## config.mk

```make
export PLATFORM = sky130hd
export DESIGN_NAME = mul_seq
export DESIGN_NICKNAME = d
export VERILOG_FILES = /design/src/rtl/mul_seq.sv
export SDC_FILE = /design/constraint.sdc
export NUM_CORES = 1
export LEC_CHECK = 0
export BUFFER_PORTS_ARGS = -buffer_cell sky130_fd_sc_hd__buf_2
export CELL_PAD_IN_SITES_DETAIL_PLACEMENT = 2
export CELL_PAD_IN_SITES_GLOBAL_PLACEMENT = 2
export CORE_MARGIN = 5
export CORE_UTILIZATION = 25
export CTS_CLUSTER_DIAMETER = 100
export CTS_CLUSTER_SIZE = 24
export DETAILED_ROUTE_END_ITERATION = 6
export PLACE_DENSITY_LB_ADDON = 0.2
export SLEW_MARGIN = 10
export SYNTH_ARGS = -nofsm -noshare
export SYNTH_HDL_FRONTEND = slang
export SYNTH_SLANG_ARGS = --single-unit
```

## constraint.sdc

```tcl
create_clock -name clk -period 8.8 [get_ports clk]
set_input_delay 2.64 -clock clk [delete_from_list [all_inputs] [get_ports clk]]
set_output_delay 2.64 -clock clk [all_outputs]
set_load 0.005 [all_outputs]
```

## src/rtl/mul_seq.sv

```systemverilog
// Sequential unsigned shift-and-add multiplier: one width-bit ripple add per RUN cycle.
// Optional MUL_OVF_EN adds an ovf output flagging a product that exceeds width bits.
module mul_seq #(
    parameter int width = 6
) (
    input  logic               clk,
    input  logic               rst,
    input  logic               start,
    input  logic [width-1:0]   a,
    input  logic [width-1:0]   b,
    output logic               busy,
    output logic               done,
    output logic [2*width-1:0] product
`ifdef MUL_OVF_EN
    ,
    output logic               ovf
`endif
);

    localparam int CNT_W = $clog2(width) + 1;

    typedef enum logic [1:0] {IDLE, RUN, DONE} state_t;

    state_t             state_q, state_d;
    logic [width-1:0]   mcand_q, mcand_d;
    logic [width-1:0]   acc_hi_q, acc_hi_d;
    logic [width-1:0]   acc_lo_q, acc_lo_d;
    logic [CNT_W-1:0]   cnt_q, cnt_d;
    logic [2*width-1:0] product_q, product_d;
`ifdef MUL_OVF_EN
    logic               ovf_q, ovf_d;
`endif

    logic [width-1:0]   add_b;
    logic [width-1:0]   sum;
    logic               c_out;
    logic [2*width-1:0] step;

    always_comb begin : ripple
        logic c;
        c     = 1'b0;
        sum   = '0;
        add_b = acc_lo_q[0] ? mcand_q : '0;
        for (int i = 0; i < width; i++) begin
            sum[i] = acc_hi_q[i] ^ add_b[i] ^ c;
            c      = (acc_hi_q[i] & add_b[i]) | (c & (acc_hi_q[i] ^ add_b[i]));
        end
        c_out = c;
    end

    // {c,sum,acc_lo} shifted right by one; width==1 has no acc_lo bits left to keep.
    generate
        if (width > 1) begin : g_wide
            assign step = {c_out, sum, acc_lo_q[width-1:1]};
        end else begin : g_one
            assign step = {c_out, sum};
        end
    endgenerate

    always_comb begin
        state_d   = state_q;
        mcand_d   = mcand_q;
        acc_hi_d  = acc_hi_q;
        acc_lo_d  = acc_lo_q;
        cnt_d     = cnt_q;
        product_d = product_q;
`ifdef MUL_OVF_EN
        ovf_d     = ovf_q;
`endif
        case (state_q)
            IDLE: begin
                if (start) begin
                    mcand_d  = a;
                    acc_lo_d = b;
                    acc_hi_d = '0;
                    cnt_d    = '0;
                    state_d  = RUN;
                end
            end
            RUN: begin
                {acc_hi_d, acc_lo_d} = step;
                cnt_d                = cnt_q + 1'b1;
                if (cnt_q == CNT_W'(width - 1)) begin
                    product_d = step;
`ifdef MUL_OVF_EN
                    ovf_d     = |step[2*width-1:width];
`endif
                    state_d   = DONE;
                end
            end
            DONE:    state_d = IDLE;
            default: state_d = IDLE;
        endcase
    end

    always_ff @(posedge clk or posedge rst) begin
        if (rst) begin
            state_q   <= IDLE;
            mcand_q   <= '0;
            acc_hi_q  <= '0;
            acc_lo_q  <= '0;
            cnt_q     <= '0;
            product_q <= '0;
`ifdef MUL_OVF_EN
            ovf_q     <= 1'b0;
`endif
        end else begin
            state_q   <= state_d;
            mcand_q   <= mcand_d;
            acc_hi_q  <= acc_hi_d;
            acc_lo_q  <= acc_lo_d;
            cnt_q     <= cnt_d;
            product_q <= product_d;
`ifdef MUL_OVF_EN
            ovf_q     <= ovf_d;
`endif
        end
    end

    assign busy    = (state_q == RUN);
    assign done    = (state_q == DONE);
    assign product = product_q;
`ifdef MUL_OVF_EN
    assign ovf     = ovf_q;
`endif

endmodule

```

==> qor.csv <==
stage,metric,value,unit
power,pwr-share-comb,0.396,
yosys,syn_area,0.00164,mm²
critical_path,crit_family,buffers and inverters,
yosys,synth_enable_flop_cells,0,
detailed_routing,drt-initial-drc-count,23,
job,cap_violations,0,
yosys,synth.most_common_cell,dfrtp_1,
detailed_routing,vias,1175,
sta,setup_viol,0,
grt,first_global_vias,1380,
yosys,ys_async_sr_fraction,1.00,
critical_path,path_buf_inv,2,
clock_tree,cts_tree,done,
grt,grtUsageTotal,0.106,
yosys,post-synth-top-area-fraction,0.550,
sta,maxSlewHeadroom,0.413,
yosys,synthSimpleGateAreaFrac,0.164,
die,design.die.area,0.00826,mm²
critical_path,path_class,register to output port,
yosys,synthAdderAreaFrac,0.0841,
yosys,synth.distinct_cells,26,
critical_path,slowest_stage,dfrtp_1,
power,swShare,0.386,
detailed_routing,first_pass_iters,3,
power,p_switching,0.000269,W
critical_path,worstPathArrival,1.53,ns
finish,num_antenna_cells,0,
critical_path,slowest_delay,0.39,ns
sta,drv_slew,0,
power,clock_power_share,0.179,
placed_design,dp.final_hpwl,2760,µm
power,power.density,358,mW/mm²
die,core.rowCount,29,
status,status,"finished, final reports clean",
grt,grt_pass1_wl,7060,µm
detailed_routing,drt_wl_total,3970,µm
detailed_routing,drc,0,
critical_path,path_max_fanout,24,
clock_tree,numCtsBuffers,5,
sta,fin_crit_sh,0.474,
die,die_width,90.9,µm
yosys,synth-xor-area-share,0.00535,
detailed_routing,viasPerCell,4.55,
yosys,ys_ff_latch,36,
yosys,ys.warnings.count,0,
detailed_routing,wl_per_cell,15.4,µm
worst_hold_path,hp-class,register to register,
finish,layout-area-overhead-vs-synth,19.0,%
placed_design,place.gp.congestion,0.740,
yosys,synth_ff_type,dfrtp_1,
sta,post-route-min-period,4.17,ns
yosys,synth_top_family_by_area,simple AND/OR/NAND/NOR gates,
yosys,syn_avg_cell_area,11.0,µm²
clock_tree,htreeDepth,2,
yosys,syn_inst,149,
sta,max_clock_freq,240,MHz
yosys,synth_top_cells_by_count,"36 x dfrtp_1, 26 x nand2_1, 14 x inv_1",
sta,finalHoldViolations,0,
power,ir_drop,0.115,mV
clock_tree,postCtsHoldBufs,0,
power,p_leak,0.910,nW
yosys,synthMuxAreaShare,0.0910,
power,p_int,0.000428,W
sta,worstMarginPinSlew,0.878,ns
detailed_routing,ant_nets,0,
sta,setup_tns,0,ns
sta,finalClockSkew,0.00720,ns
placed_design,io_buffers,28,
yosys,yosys-top-cells-area,"dfrtp_1 55%, fa_1 6.1%, nand2_1 6.0%",
clock_tree,clockRootBuffer,clkbuf_8,
clock_tree,cts_sinks,36,
clock_tree,cts.clk_slew.worst_paths,0.07,ns
critical_path,critPathRequiredTime,6.16,ns
critical_path,cp-start-kind,register,
critical_path,path_cells,nand2b_4 -> clkinv_1 -> buf_2,
die,start_util,0.258,
die,ios,29,
yosys,synth_compound_area_frac,0.0505,
grt,grt_max_degree,37,
clock_tree,cts_setup_buffers,0,
finish,fin_nets,203,
sta,rsz0062_at_grt,no,
grt,antenna_found_initial,0,
critical_path,end_kind,output port,
finish,drive_gt1_frac,0.254,
clock_tree,clkLatencyLatePin,0.29,ns
grt,grt-ovfl-total,0,
power,seq_power_share,0.425,
clock_tree,ctsResizeCount,0,
yosys,yosysTopAreaCell,dfrtp_1,
die,core_area,0.00635,mm²
clock_tree,clock_path_buffers,2,
power,power.total,0.000697,W
yosys,yosysSeqAreaShare,0.550,
die,die_y,90.9,µm
yosys,synth_nets,172,
[per-layer routing]
layer	wire length [µm]	track usage	vias to the layer above
met2	1970	0.176	15
li1	-	-	546
met5	0	0	-
met3	131	0.0292	6
met4	74	0.0403	0
met1	1790	0.132	608
[worst register-to-register path, delay by kind of cell, from the launching register on]
kind / cells / cell delay, ns
adder cells (fa/ha/maj): 6 / 2.22
buffers and inverters: 1 / 0.05
flip-flops: 1 / 0.48
multiplexers: 1 / 0.09
AND/OR/NAND/NOR: 1 / 0.17
[worst paths after layout]
kind | start | end | slack, ns | cells past startpoint
min reg2reg | mcand_q[0] | mcand_q[0] | 0.49 | 2
max | state_q[1] | busy | 4.63 | 3
min | mcand_q[0] | mcand_q[0] | 0.49 | 2
min in group asynchronous | rst | mcand_q[1] | 2.45 | 3
max reg2reg | acc_lo_q[0] | product[10] | 5.63 | 9
max in group asynchronous | rst | product[11] | 6.02 | 3
[flip-flops by register name (all words and copies together) (netlist names)]
name,flops
acc_hi_q,6
product,12
state_q,2
mcand_q,6
cnt_q,4
acc_lo_q,6
[metrics by stage]
step	cell area [µm²]	cells	utilization	setup slack [ns]	hold slack, ns
2_1_floorplan	1640	149	-	5.30	0.438
3_3_place_gp	1850	250	0.292	4.92	0.470
3_5_place_dp	1850	250	0.292	4.86	0.463
4_1_cts	1950	258	0.307	4.58	0.494
5_1_grt	1950	258	0.307	4.44	0.523
6_report	1950	258	0.307	4.63	0.488
[cell families after synthesis]
| logic type | count (synthesis) |
|---|---|
| xor+xnor | 1 |
| fa+ha+maj | 8 |
| mux | 13 |
| simple gates | 55 |
| compound gates | 15 |
| buf+inv | 21 |
| flops | 36 |
[layout make-up]
type	instances	area, µm²
clock buffer	6	82.6
clock inverter	2	10.0
fill	698	4400
inverter	15	56.3
multi-input combinational	92	646
sequential	36	901
tap	77	96.3
timing repair buffer	30	155
[power by group through the flow]
stage | Combinational (W) | Sequential [W] | Clock [W]
4_1_cts | 0.000287 | 0.000298 | 0.000133
2_1_floorplan | 0.000193 | 0.000289 | 0
3_3_place_gp | 0.000272 | 0.000296 | 0
5_1_grt | 0.000323 | 0.000309 | 0.000139
3_5_place_dp | 0.000286 | 0.000301 | 0
6_report | 0.000276 | 0.000296 | 0.000125
[layout by cell type, fill, tap and decap left out, types with 5 or more instances in the layout]
cell	count
nor2_1	7
nor3_1	6
o22ai_1	6
nand3_1	8
fa_1	5
inv_1	14
nand2_1	26
o21ai_0	9
buf_2	28
dfrtp_1	36
clkbuf_8	6
mux2i_1	7
Power figures use the tool's default switching activity.
